==> src/rtl/avst_packet_arbiter.sv <==
// avst_packet_arbiter: packet-level weighted round-robin arbiter that sequences an
// Avalon-ST multiplexer. A grant is issued from a source's sop and held until the
// mux output accepts the eop. A watchdog releases a grant whose packet stalls.
//
// Ports:
//   i_clk, i_reset_n   clock, synchronous active-low reset
//   i_enable           1 = new grants allowed; 0 = finish current packet only
//   i_src_valid/sop    per-source head-of-stream valid and sop
//   i_weight           packed per-source weights (packets per turn, 0 = masked)
//   i_out_fire/eop     accepted beat / eop at the mux output
//   o_grant            one-hot mux select (all zero when idle)
//   o_grant_idx        binary index of the granted source (holds when idle)
//   o_busy             a grant is active
//   o_pkt_done         one-cycle pulse after the granted packet's eop is accepted
//   o_timeout_err      one-cycle pulse after the watchdog forces release
module avst_packet_arbiter #(
  parameter int unsigned NUM_SRC      = 4,
  parameter int unsigned WEIGHT_WIDTH = 4,
  parameter int unsigned TIMEOUT      = 1024
) (
  input  logic                            i_clk,
  input  logic                            i_reset_n,
  input  logic                            i_enable,
  input  logic [NUM_SRC-1:0]              i_src_valid,
  input  logic [NUM_SRC-1:0]              i_src_sop,
  input  logic [NUM_SRC*WEIGHT_WIDTH-1:0] i_weight,
  input  logic                            i_out_fire,
  input  logic                            i_out_eop,
  output logic [NUM_SRC-1:0]              o_grant,
  output logic [$clog2(NUM_SRC)-1:0]      o_grant_idx,
  output logic                            o_busy,
  output logic                            o_pkt_done,
  output logic                            o_timeout_err
);

  localparam int unsigned IdxW = $clog2(NUM_SRC);
  localparam int unsigned WdW  = $clog2(TIMEOUT);

  typedef enum logic [0:0] {StIdle, StBusy} state_e;

  state_e                  r_state, w_state_nxt;
  logic [NUM_SRC-1:0]      r_grant, w_grant_nxt;
  // r_ptr is both the round-robin pointer and the current/last owner.
  logic [IdxW-1:0]         r_ptr, w_ptr_nxt;
  // Cleared by reset so the first scan starts at index 0 rather than pointer+1.
  logic                    r_ptr_valid, w_ptr_valid_nxt;
  logic [WEIGHT_WIDTH-1:0] r_credit, w_credit_nxt;
  logic [WdW-1:0]          r_wdog, w_wdog_nxt;
  logic                    r_pkt_done, w_pkt_done_nxt;
  logic                    r_timeout_err, w_timeout_err_nxt;

  logic [WEIGHT_WIDTH-1:0] w_weight [NUM_SRC];
  logic [NUM_SRC-1:0]      w_eligible;
  logic [IdxW-1:0]         w_scan_start;
  logic [IdxW-1:0]         w_new_sel;
  logic                    w_continue;

  for (genvar g = 0; g < NUM_SRC; g++) begin : g_src
    assign w_weight[g]   = i_weight[g*WEIGHT_WIDTH +: WEIGHT_WIDTH];
    assign w_eligible[g] = i_src_valid[g] & i_src_sop[g] & (w_weight[g] != '0);
  end

  // Owner keeps the grant while it still has credit for this turn.
  assign w_continue = (r_credit != '0) & w_eligible[r_ptr];

  assign w_scan_start = (!r_ptr_valid || (r_ptr == IdxW'(NUM_SRC - 1))) ? '0 : r_ptr + 1'b1;

  // First eligible source scanning circularly from w_scan_start.
  always_comb begin
    logic            found;
    logic [IdxW-1:0] idx;
    found     = 1'b0;
    idx       = '0;
    w_new_sel = '0;
    for (int unsigned k = 0; k < NUM_SRC; k++) begin
      idx = IdxW'((32'(w_scan_start) + k) % NUM_SRC);
      if (!found && w_eligible[idx]) begin
        found     = 1'b1;
        w_new_sel = idx;
      end
    end
  end

  always_comb begin
    w_state_nxt       = r_state;
    w_grant_nxt       = r_grant;
    w_ptr_nxt         = r_ptr;
    w_ptr_valid_nxt   = r_ptr_valid;
    w_credit_nxt      = r_credit;
    w_wdog_nxt        = r_wdog;
    w_pkt_done_nxt    = 1'b0;
    w_timeout_err_nxt = 1'b0;
    unique case (r_state)
      StIdle: begin
        w_wdog_nxt = '0;
        if (i_enable && (|w_eligible)) begin
          w_state_nxt = StBusy;
          w_grant_nxt = '0;
          if (w_continue) begin
            w_grant_nxt[r_ptr] = 1'b1;
          end else begin
            w_grant_nxt[w_new_sel] = 1'b1;
            w_ptr_nxt              = w_new_sel;
            w_ptr_valid_nxt        = 1'b1;
            w_credit_nxt           = w_weight[w_new_sel];
          end
        end
      end
      StBusy: begin
        if (i_out_fire && i_out_eop) begin
          // eop takes priority over a coincident watchdog expiry.
          w_credit_nxt   = (r_credit != '0) ? r_credit - 1'b1 : '0;
          w_pkt_done_nxt = 1'b1;
          w_grant_nxt    = '0;
          w_wdog_nxt     = '0;
          w_state_nxt    = StIdle;
        end else if (i_out_fire) begin
          w_wdog_nxt = '0;
        end else if (r_wdog == WdW'(TIMEOUT - 1)) begin
          // Dropping credit forces the next arbitration onto a new turn.
          w_timeout_err_nxt = 1'b1;
          w_grant_nxt       = '0;
          w_credit_nxt      = '0;
          w_wdog_nxt        = '0;
          w_state_nxt       = StIdle;
        end else begin
          w_wdog_nxt = r_wdog + 1'b1;
        end
      end
      default: begin
        w_state_nxt = StIdle;
        w_grant_nxt = '0;
      end
    endcase
  end

  always_ff @(posedge i_clk) begin
    if (!i_reset_n) begin
      r_state       <= StIdle;
      r_grant       <= '0;
      r_ptr         <= '0;
      r_ptr_valid   <= 1'b0;
      r_credit      <= '0;
      r_wdog        <= '0;
      r_pkt_done    <= 1'b0;
      r_timeout_err <= 1'b0;
    end else begin
      r_state       <= w_state_nxt;
      r_grant       <= w_grant_nxt;
      r_ptr         <= w_ptr_nxt;
      r_ptr_valid   <= w_ptr_valid_nxt;
      r_credit      <= w_credit_nxt;
      r_wdog        <= w_wdog_nxt;
      r_pkt_done    <= w_pkt_done_nxt;
      r_timeout_err <= w_timeout_err_nxt;
    end
  end

  assign o_grant       = r_grant;
  assign o_grant_idx   = r_ptr;
  assign o_busy        = (r_state == StBusy);
  assign o_pkt_done    = r_pkt_done;
  assign o_timeout_err = r_timeout_err;

endmodule

==> config.mk <==
export PLATFORM = sky130hd
export DESIGN_NAME = avst_packet_arbiter
export DESIGN_NICKNAME = d
export VERILOG_FILES = /design/src/rtl/avst_packet_arbiter.sv
export SDC_FILE = /design/constraint.sdc
export NUM_CORES = 1
export LEC_CHECK = 0
export ABC_AREA = 1
export BUFFER_PORTS_ARGS = -buffer_cell sky130_fd_sc_hd__buf_2
export CORE_UTILIZATION = 49
export DETAILED_ROUTE_END_ITERATION = 8
export PLACE_DENSITY_LB_ADDON = 0.2
export RECOVER_POWER = 100
export SKIP_LAST_GASP = 1
export SLEW_MARGIN = 20
export SYNTH_ARGS = -nofsm -noshare
export SYNTH_HDL_FRONTEND = slang
export SYNTH_SLANG_ARGS = --single-unit
export TNS_END_PERCENT = 5
==> constraint.sdc <==
create_clock -name i_clk -period 2.5 [get_ports i_clk]
set_input_delay 0.125 -clock i_clk [delete_from_list [all_inputs] [get_ports i_clk]]
set_output_delay 0.125 -clock i_clk [all_outputs]
set_load 0.02 [all_outputs]
Yosys cells after proc, flatten, opt, wreduce, memory -nomap -nowiden:

Cells that the tools add are included.

* logic and storage cells: 112
* register bits: 24
* output and inout port bits: 9
* input port bits: 29

* magnitude comparators: 9
* bitwise logic cells: 13
* eq/ne operators: 6
* mux-type cells: 47
* reduce and logical (&&, ||, !) cells: 23
* add/sub/neg operators: 6

Operator list (number)
* two-way mux 4 bit: 11
* two-way mux 10 bit: 3
* one-hot mux 10 bit (2 select lines): 1
* nonzero test 4 bit: 5
* less-than comparator 2 x 3 -> 1 bit, second input constant: 6
* two-way mux 1 bit: 16
* one-hot mux 4 bit (2 select lines): 2
* adder 10 x 1 -> 10 bit, second input constant: 1
* binary-select mux 1 bit (select 2 bit): 5
* equality test 10 bit, second input constant: 1
* two-way mux 2 bit: 5
* bitwise AND 1 bit: 9
* binary-select mux 4 bit (select 2 bit): 1
* OR reduction 4 bit: 2
* logical AND 1 bit: 7
* AND reduction 3 bit: 2
* adder 2 x 1 -> 2 bit, second input constant: 2
* adder 2 bit, second input constant: 2
* demux 1 bit (select 2 bit): 2
* >= comparator 2 x 1 -> 1 bit, second input constant: 2
* zero test 1 bit: 4
* != test 2 bit, second input constant: 2
* AND reduction 4 bit: 1
* subtractor 4 x 1 -> 4 bit, second input constant: 1
* 9 further kinds: 11

Depth between registers and ports, before layout:

Gate-level depths: netlist (run 1).

* word-level depth: 22
* depth in mapped cells: 19
* mapped depth without buffers: 18

Worst setup path before layout (run 1):

OpenSTA, ideal clock, no wires.

* path kind: reg-to-reg
* from: reg r_ptr[0] (netlist: o_grant_idx[0])
* to: reg r_credit[3]
* arrival time: 2.425 ns
* stages on the path, launching flop included: 18
* slack: -0.043 ns
* library setup time: 0.118 ns
* period minus slack after synthesis: 2.543 ns
* cells stage by stage: dfxtp_1 -> inv_4 -> ha_1 -> nand3_1 -> clkinv_1 -> nand3_1 -> nand2_2 -> nor2_2 -> nand2_2 -> nand2_4 -> nand2_4 -> buf_12 -> nand2_2 -> nand2_1 -> nand2_1 -> nand2_1 -> nand2_1 -> a21oi_2

* word-level cells in the longest chain between the ends: 22
* elaborated cells between the ends (all ways): 40

RTL lines
* start, declared: line 44 `logic [IdxW-1:0] r_ptr, w_ptr_nxt;`
* start signal, assigned: line 150 `r_ptr <= w_ptr_nxt;`
* parallel branches: the longest is 22 deep, another holds adder 2 x 1 -> 2 bit
* end signal, assigned: line 152 `r_credit <= w_credit_nxt;`
* end, declared: line 47 `logic [WEIGHT_WIDTH-1:0] r_credit, w_credit_nxt;`

Several ways; the timed one is not identified. The select of a mux whose other input is x is not followed.
A chain may end at the register's enable or synchronous reset.

Worst setup path after layout (run 1):

Same ends and word-level chain as after synthesis.

==> out/results.ini, run 1 <==
[setup_path]
reg2reg_from=o_grant_idx[0]
reg2reg_depth=17
critPathArrivalTime_ns=2.44
crit_type=flip-flop to flip-flop
cp.required_ns=2.70
end_kind=flip-flop
timing.rr.end=r_credit[3]
start_kind=flip-flop
path_max_fanout=7
r2r_slack_ns=0.26

[yosys]
ys_warn_count=0
netlist_instances=277
synth_common_cells=nand2_1 (73), nand3_1 (38), nor2_1 (36), dfxtp_1 (24), inv_1 (24)
synth_edf_count=0
yosys-top-cells-area=dfxtp_1 (27%), nand2_1 (15%), nand3_1 (11%)
ys_ff_latch=24
synth_cell_type_count=33
syn-num-nets=313
yosys.area.top_type=dfxtp_1
syn_area_um2=1800
syn_area_per_cell_um2=6.50
async_reset_ff_share_pct=0
yosysMostFrequentCell=nand2_1
synth_ff_type=dfxtp_1
synth_largest_type_area_fraction_pct=26.7
seq_area_frac_synth_pct=26.7

[min_path]
hold_path_class=input port to flip-flop
hold_end=o_pkt_done
hp-start=i_out_eop
holdPathStages=3

[global_routing]
grt_pass1_wl_um=6940
grt_pass1_vias=1676
grt_use_total_pct=21.4
grt.overflow.total=0
antenna_found_initial=0
grt_start_max_net_pins=14

[routing]
first_pass_iters=4
drt_iter0_drc=70
routed_via_density=4.96
routed_wl_um=3930
post_drt_wl_per_cell_um=10.8
drc=0
num_vias=1801
antenna_left=0

[status]
status=finished clean

[cells_and_area]
synthToLayoutAreaGrowth_pct=17.0
drive_gt1_share_pct=24.0
nets=355
stdcell_count=363
antenna_cells=0
post-route-util_pct=61.3
nFillCells=338

[placed_design]
dpl.cell_count=359
dp_slack_ns=0.100
finalWeightedCongestion=0.934
dp_hpwl_um=3230
portBuffers=37

[timing]
min_period_ns=2.24
hold_ws_ns=0.124
slew_violations=0
finalWorstSetupSlack_ns=0.256
finalSetupTns_ns=0
setup_violations=0
finalCritPeriodShare_pct=89.8
hold_viol_final=0
clock.fmax_mhz=446
fin_skew_ns=0.00209
slew_headroom_pct=71.7
grt_setup_unrepaired=yes
tightest_slew_ns=0.421

[power]
power.density_nw_per_um2=632
switching_share_pct=42.8
p_seq_share_pct=33.5
peakVddDrop_mv=0.293
switching_power_uw=570
combPwrFrac_pct=50.1
power_frac_clock_pct=16.4
power.internal_uw=763
p_leak_nw=1.01

[floorplan]
fp.dieH_um=62.6
die_area_um2=3920
rows=21
coreArea_um2=3440
die_w_um=62.6
io_pins=38
start_util_pct=52.3

[clock_tree]
cts_max_level=1
cts_made_buffers=3
clkSlewWorstSetupHoldPaths_ns=0.08
cts_sinks=24
clkLatencyLatePin_ns=0.26
cts_max_path_buffers=2
root_buffer=clkbuf_8
cts_tree=built

[flow_run]
cap_violations=0

-- timing repair --
item,CTS,global route
buffers inserted,0,1
hold buffers,0,0
setup endpoints to repair,0,7
resized for setup,0,8
-- placed cells by master (no fill, tap or decap), drive strengths merged --
master / netlist / routed
o21ai: 8 / 8
nor3b: 4 / 4
nand4: 5 / 5
o21a: 1 / 1
buf: 1 / 32
xor2: 2 / 2
nand3: 43 / 43
clkbuf: 2 / 11
o211ai: 1 / 1
nor2: 40 / 40
xnor2: 2 / 2
clkinv: 1 / 1
o31ai: 1 / 1
or2: 2 / 2
inv: 26 / 26
nand2: 87 / 87
nor3: 1 / 1
a21oi: 18 / 18
o221ai: 1 / 1
dfxtp: 24 / 24
ha: 7 / 7
-- power groups by stage --
stage	Sequential (mW)	Clock (mW)	Combinational, mW
floorplan	0.472	0	0.495
global route	0.452	0.237	0.771
global placement	0.452	0	0.638
detailed placement	0.454	0	0.642
CTS	0.445	0.223	0.645
finish	0.446	0.219	0.668
-- metrics by stage --
| stage | area [µm²] | power (mW) |
|---|---|---|
| final | 2110 | 1.33 |
| after detailed placement | 2030 | 1.10 |
| after floorplan | 1800 | 0.967 |
| after global routing | 2110 | 1.46 |
| after global placement | 2030 | 1.09 |
| after CTS | 2070 | 1.31 |
-- flip-flops by register name, summed over array words and instances, names as in the netlist --
name,cells
o_busy,1
o_grant,4
o_grant_idx,2
o_pkt_done,1
o_timeout_err,1
r_credit,4
r_ptr_valid,1
r_wdog,10
-- cell families (layout without fill, tap and decap cells) --
family	Yosys count	after routing	share of synthesized area (%)
simple gates	182	182	49.2
compound gates	30	30	10.0
xor+xnor	4	4	1.94
fa+ha+maj	7	7	4.86
flops	24	24	26.7
buf+inv	30	70	7.29
-- layout make-up --
class	instances	area (µm²)	area share, %
Sequential cell	24	483	22.9
Timing Repair Buffer	40	198	9.38
Inverter	27	104	4.93
Tap cell	46	57.6	2.73
Clock buffer	3	41.3	1.96
Multi-Input combinational cell	223	1220	58.1
-- critical path: stages (launching register included) --
cell and delay (ns):
dfxtp_2 0.36, ha_1 0.23, inv_2 0.12, nand2_2 0.10, nor2_8 0.17, nand3_2 0.11
nand2_1 0.07, nand2_1 0.09, nand2_2 0.12, nor2_2 0.05, nand2_2 0.09, nor2_2 0.06
nor2_4 0.16, buf_4 0.15, nand2_1 0.05, nand2_1 0.08, nand2_1 0.07, a21oi_2 0.11
-- worst max path at each step --
stage	from	endpoint	slack (ns)	depth (start not counted)
floorplan	o_grant_idx[0]	r_credit[3]	0.15	17
global placement	o_grant_idx[1]	r_credit[0]	0.16	16
detailed placement	o_grant_idx[1]	r_credit[3]	0.1	15
CTS	o_grant_idx[1]	r_credit[3]	0.08	15
global route	r_wdog[0]	r_credit[3]	-0.02	12
finish	o_grant_idx[0]	r_credit[3]	0.26	17
-- per-layer routing --
layer  routed length (µm)  GRT usage, %  part of all wire [%]  up-vias
met3                  123          1.64                   3.1        6
met1                 1950          27.1                    50      765
met4                   63          6.40                   1.6        0
met2                 1800          38.2                    46       47
met5                    0             0                     0        -
li1                     -             -                     -      983
Note: power is estimated with default switching activity, not from simulation.
==> run 2: changes to the inputs <==
Settings changed: CELL_PAD_IN_SITES_DETAIL_PLACEMENT set to 1, CELL_PAD_IN_SITES_GLOBAL_PLACEMENT set to 1, CORE_UTILIZATION 49 to 34.
==> out/results.ini, run 2 (synthesized netlist as in run 1, its figures left out) <==
[floorplan]
die_w_um=74.8  ; +19%
fp.dieH_um=74.8  ; +19%
rows=26  ; +24%
start_util_pct=35.3  ; -17 points
die_area_um2=5590  ; +43%
io_pins=38  ; unchanged
coreArea_um2=5110  ; +48%

[cells_and_area]
top_register=r_wdog
nets=360  ; +1.4%
synthToLayoutAreaGrowth_pct=21.4
drive_gt1_share_pct=24.1  ; +0.17 points
final_cell_mix=nand2_1 (73), nand3_1 (38), nor2_1 (36)
layout_commonest_cell=nand2_1
antenna_cells=0  ; unchanged
final_area_um2=2190  ; +3.7%
largest_reg_flops=10  ; unchanged

[clock_tree]
cts_hold_buf=0  ; unchanged
cts_sinks=24  ; unchanged
cts_tree=built
root_buffer=clkbuf_8
cts_max_path_buffers=2  ; unchanged
cts_resized=0  ; unchanged
cts_max_level=1  ; unchanged
cts_post_setup_buffers_inserted=0  ; unchanged
clkLatencyLatePin_ns=0.26  ; about the same
clkSlewWorstSetupHoldPaths_ns=0.09  ; about the same
cts_made_buffers=3  ; unchanged

[power]
p_leak_nw=1.05  ; +3.9%
power.density_nw_per_um2=682  ; +7.8%
total_power_mw=1.49  ; +12%
peakVddDrop_mv=0.190  ; -35%

[setup_path]
r2r_slack_ns=0.20  ; -0.06 ns
start_kind=flip-flop
end_kind=flip-flop
cp.required_ns=2.66  ; -0.04 ns
critPathArrivalTime_ns=2.46  ; +0.02 ns
crit_type=flip-flop to flip-flop
path_max_fanout=6  ; -1
reg2reg_depth=15  ; -2

[timing]
min_period_ns=2.30  ; +0.0556 ns
slew_violations=0  ; unchanged
finalWorstSetupSlack_ns=0.201  ; -0.0556 ns
tightest_slew_ns=0.443  ; +0.0216 ns
hold_ws_ns=0.126  ; +0.00225 ns
hold_viol_final=0  ; unchanged
fin_skew_ns=0.00443  ; +0.00234 ns
slew_headroom_pct=70.4  ; -1.3 points
clock.fmax_mhz=435  ; -2.4%
setup_violations=0  ; unchanged
finalCritPeriodShare_pct=92.0  ; +2.2 points

[routing]
post_drt_wl_per_cell_um=12.6  ; +16%
num_vias=1908  ; +5.9%
first_pass_iters=4  ; unchanged
routed_wl_um=4960  ; +26%
drt_iter0_drc=92  ; +31%
antenna_left=0  ; unchanged
drc=0  ; unchanged
routed_via_density=4.85  ; -2.1%

[placed_design]
portBuffers=37  ; unchanged
dp_slack_ns=0.127  ; +0.0270 ns
dp_hpwl_um=4180  ; +30%
finalWeightedCongestion=0.881  ; -5.7%
post_dp_cell_area_um2=2100  ; +3.3%

[global_routing]
grt_pass1_wl_um=7910  ; +14%
antenna_found_initial=0  ; unchanged
grt_pass1_vias=1820  ; +8.6%
grt_use_total_pct=18.0  ; -3.3 points
grt.overflow.total=0  ; unchanged
grt_start_max_net_pins=15  ; +1

[status]
status=finished clean

[flow_run]
cap_violations=0  ; unchanged

[min_path]
holdPathStages=3  ; unchanged
hold_path_class=input port to flip-flop

-- run 2: cell types whose count changed in the layout (fill, tap and decap cells not counted), sizes merged --
cell | before | now
buf | 32 | 35
bufinv | 0 | 1
clkbuf | 11 | 12
clkinv | 1 | 0
inv | 26 | 27
nand2 | 87 | 88
-- run 2: path summary, 6_finish.rpt --
| check | to | startpoint |
|---|---|---|
| setup reg to reg | r_credit[3] | o_grant_idx[1] |
| hold reg to reg | r_wdog[0] | r_wdog[0] |
| setup / recovery | r_credit[3] | o_grant_idx[1] |
| hold / removal | o_pkt_done | i_out_eop |
-- run 2: cell type report --
class | count | area (µm²)
Sequential cell | 24 | 485
Clock inverter | 1 | 30.0
Tap cell | 70 | 87.6
Fill cell | 713 | 2920
Multi-Input combinational cell | 224 | 1210
Inverter | 27 | 104
Timing Repair Buffer | 44 | 226
Clock buffer | 3 | 41.3
-- run 2: stage by stage --
stage,cells,TNS (ns),utilization [%]
after detailed placement,388,0,41.1
after global routing,393,-0.00239,42.8
after floorplan,277,0,-
after global placement,388,0,41.1
after CTS,392,0,42.5
final,393,0,42.8
-- run 2: power breakdown --
part	internal [mW]	switching, mW	total [mW]
Combinational	0.244	0.456	0.700
Clock	0.214	0.129	0.343
Sequential	0.418	0.0305	0.448
Total	0.875	0.615	1.49
-- run 2: worst max-delay path, cell delays in order, from the launching register on --
cell     delay, ns
dfxtp_2       0.39
inv_1         0.08
ha_1          0.34
nand3_1       0.14
buf_4         0.19
nand3_1       0.08
nand2_1       0.09
nor2_1        0.14
nand2_2       0.12
nor2_2        0.14
nor2_4        0.07
buf_4         0.14
nand2_1       0.07
nand2_1       0.07
nand2_1       0.08
a21oi_2       0.05
-- run 2: layer usage --
| layer | track usage [%] | up-vias | wire length [µm] |
|---|---|---|---|
| met2 | 32.6 | 33 | 2430 |
| met4 | 5.45 | 0 | 71 |
| met5 | 0 | - | 0 |
| li1 | - | 1002 | - |
| met3 | 0.937 | 6 | 101 |
| met1 | 23.0 | 867 | 2350 |
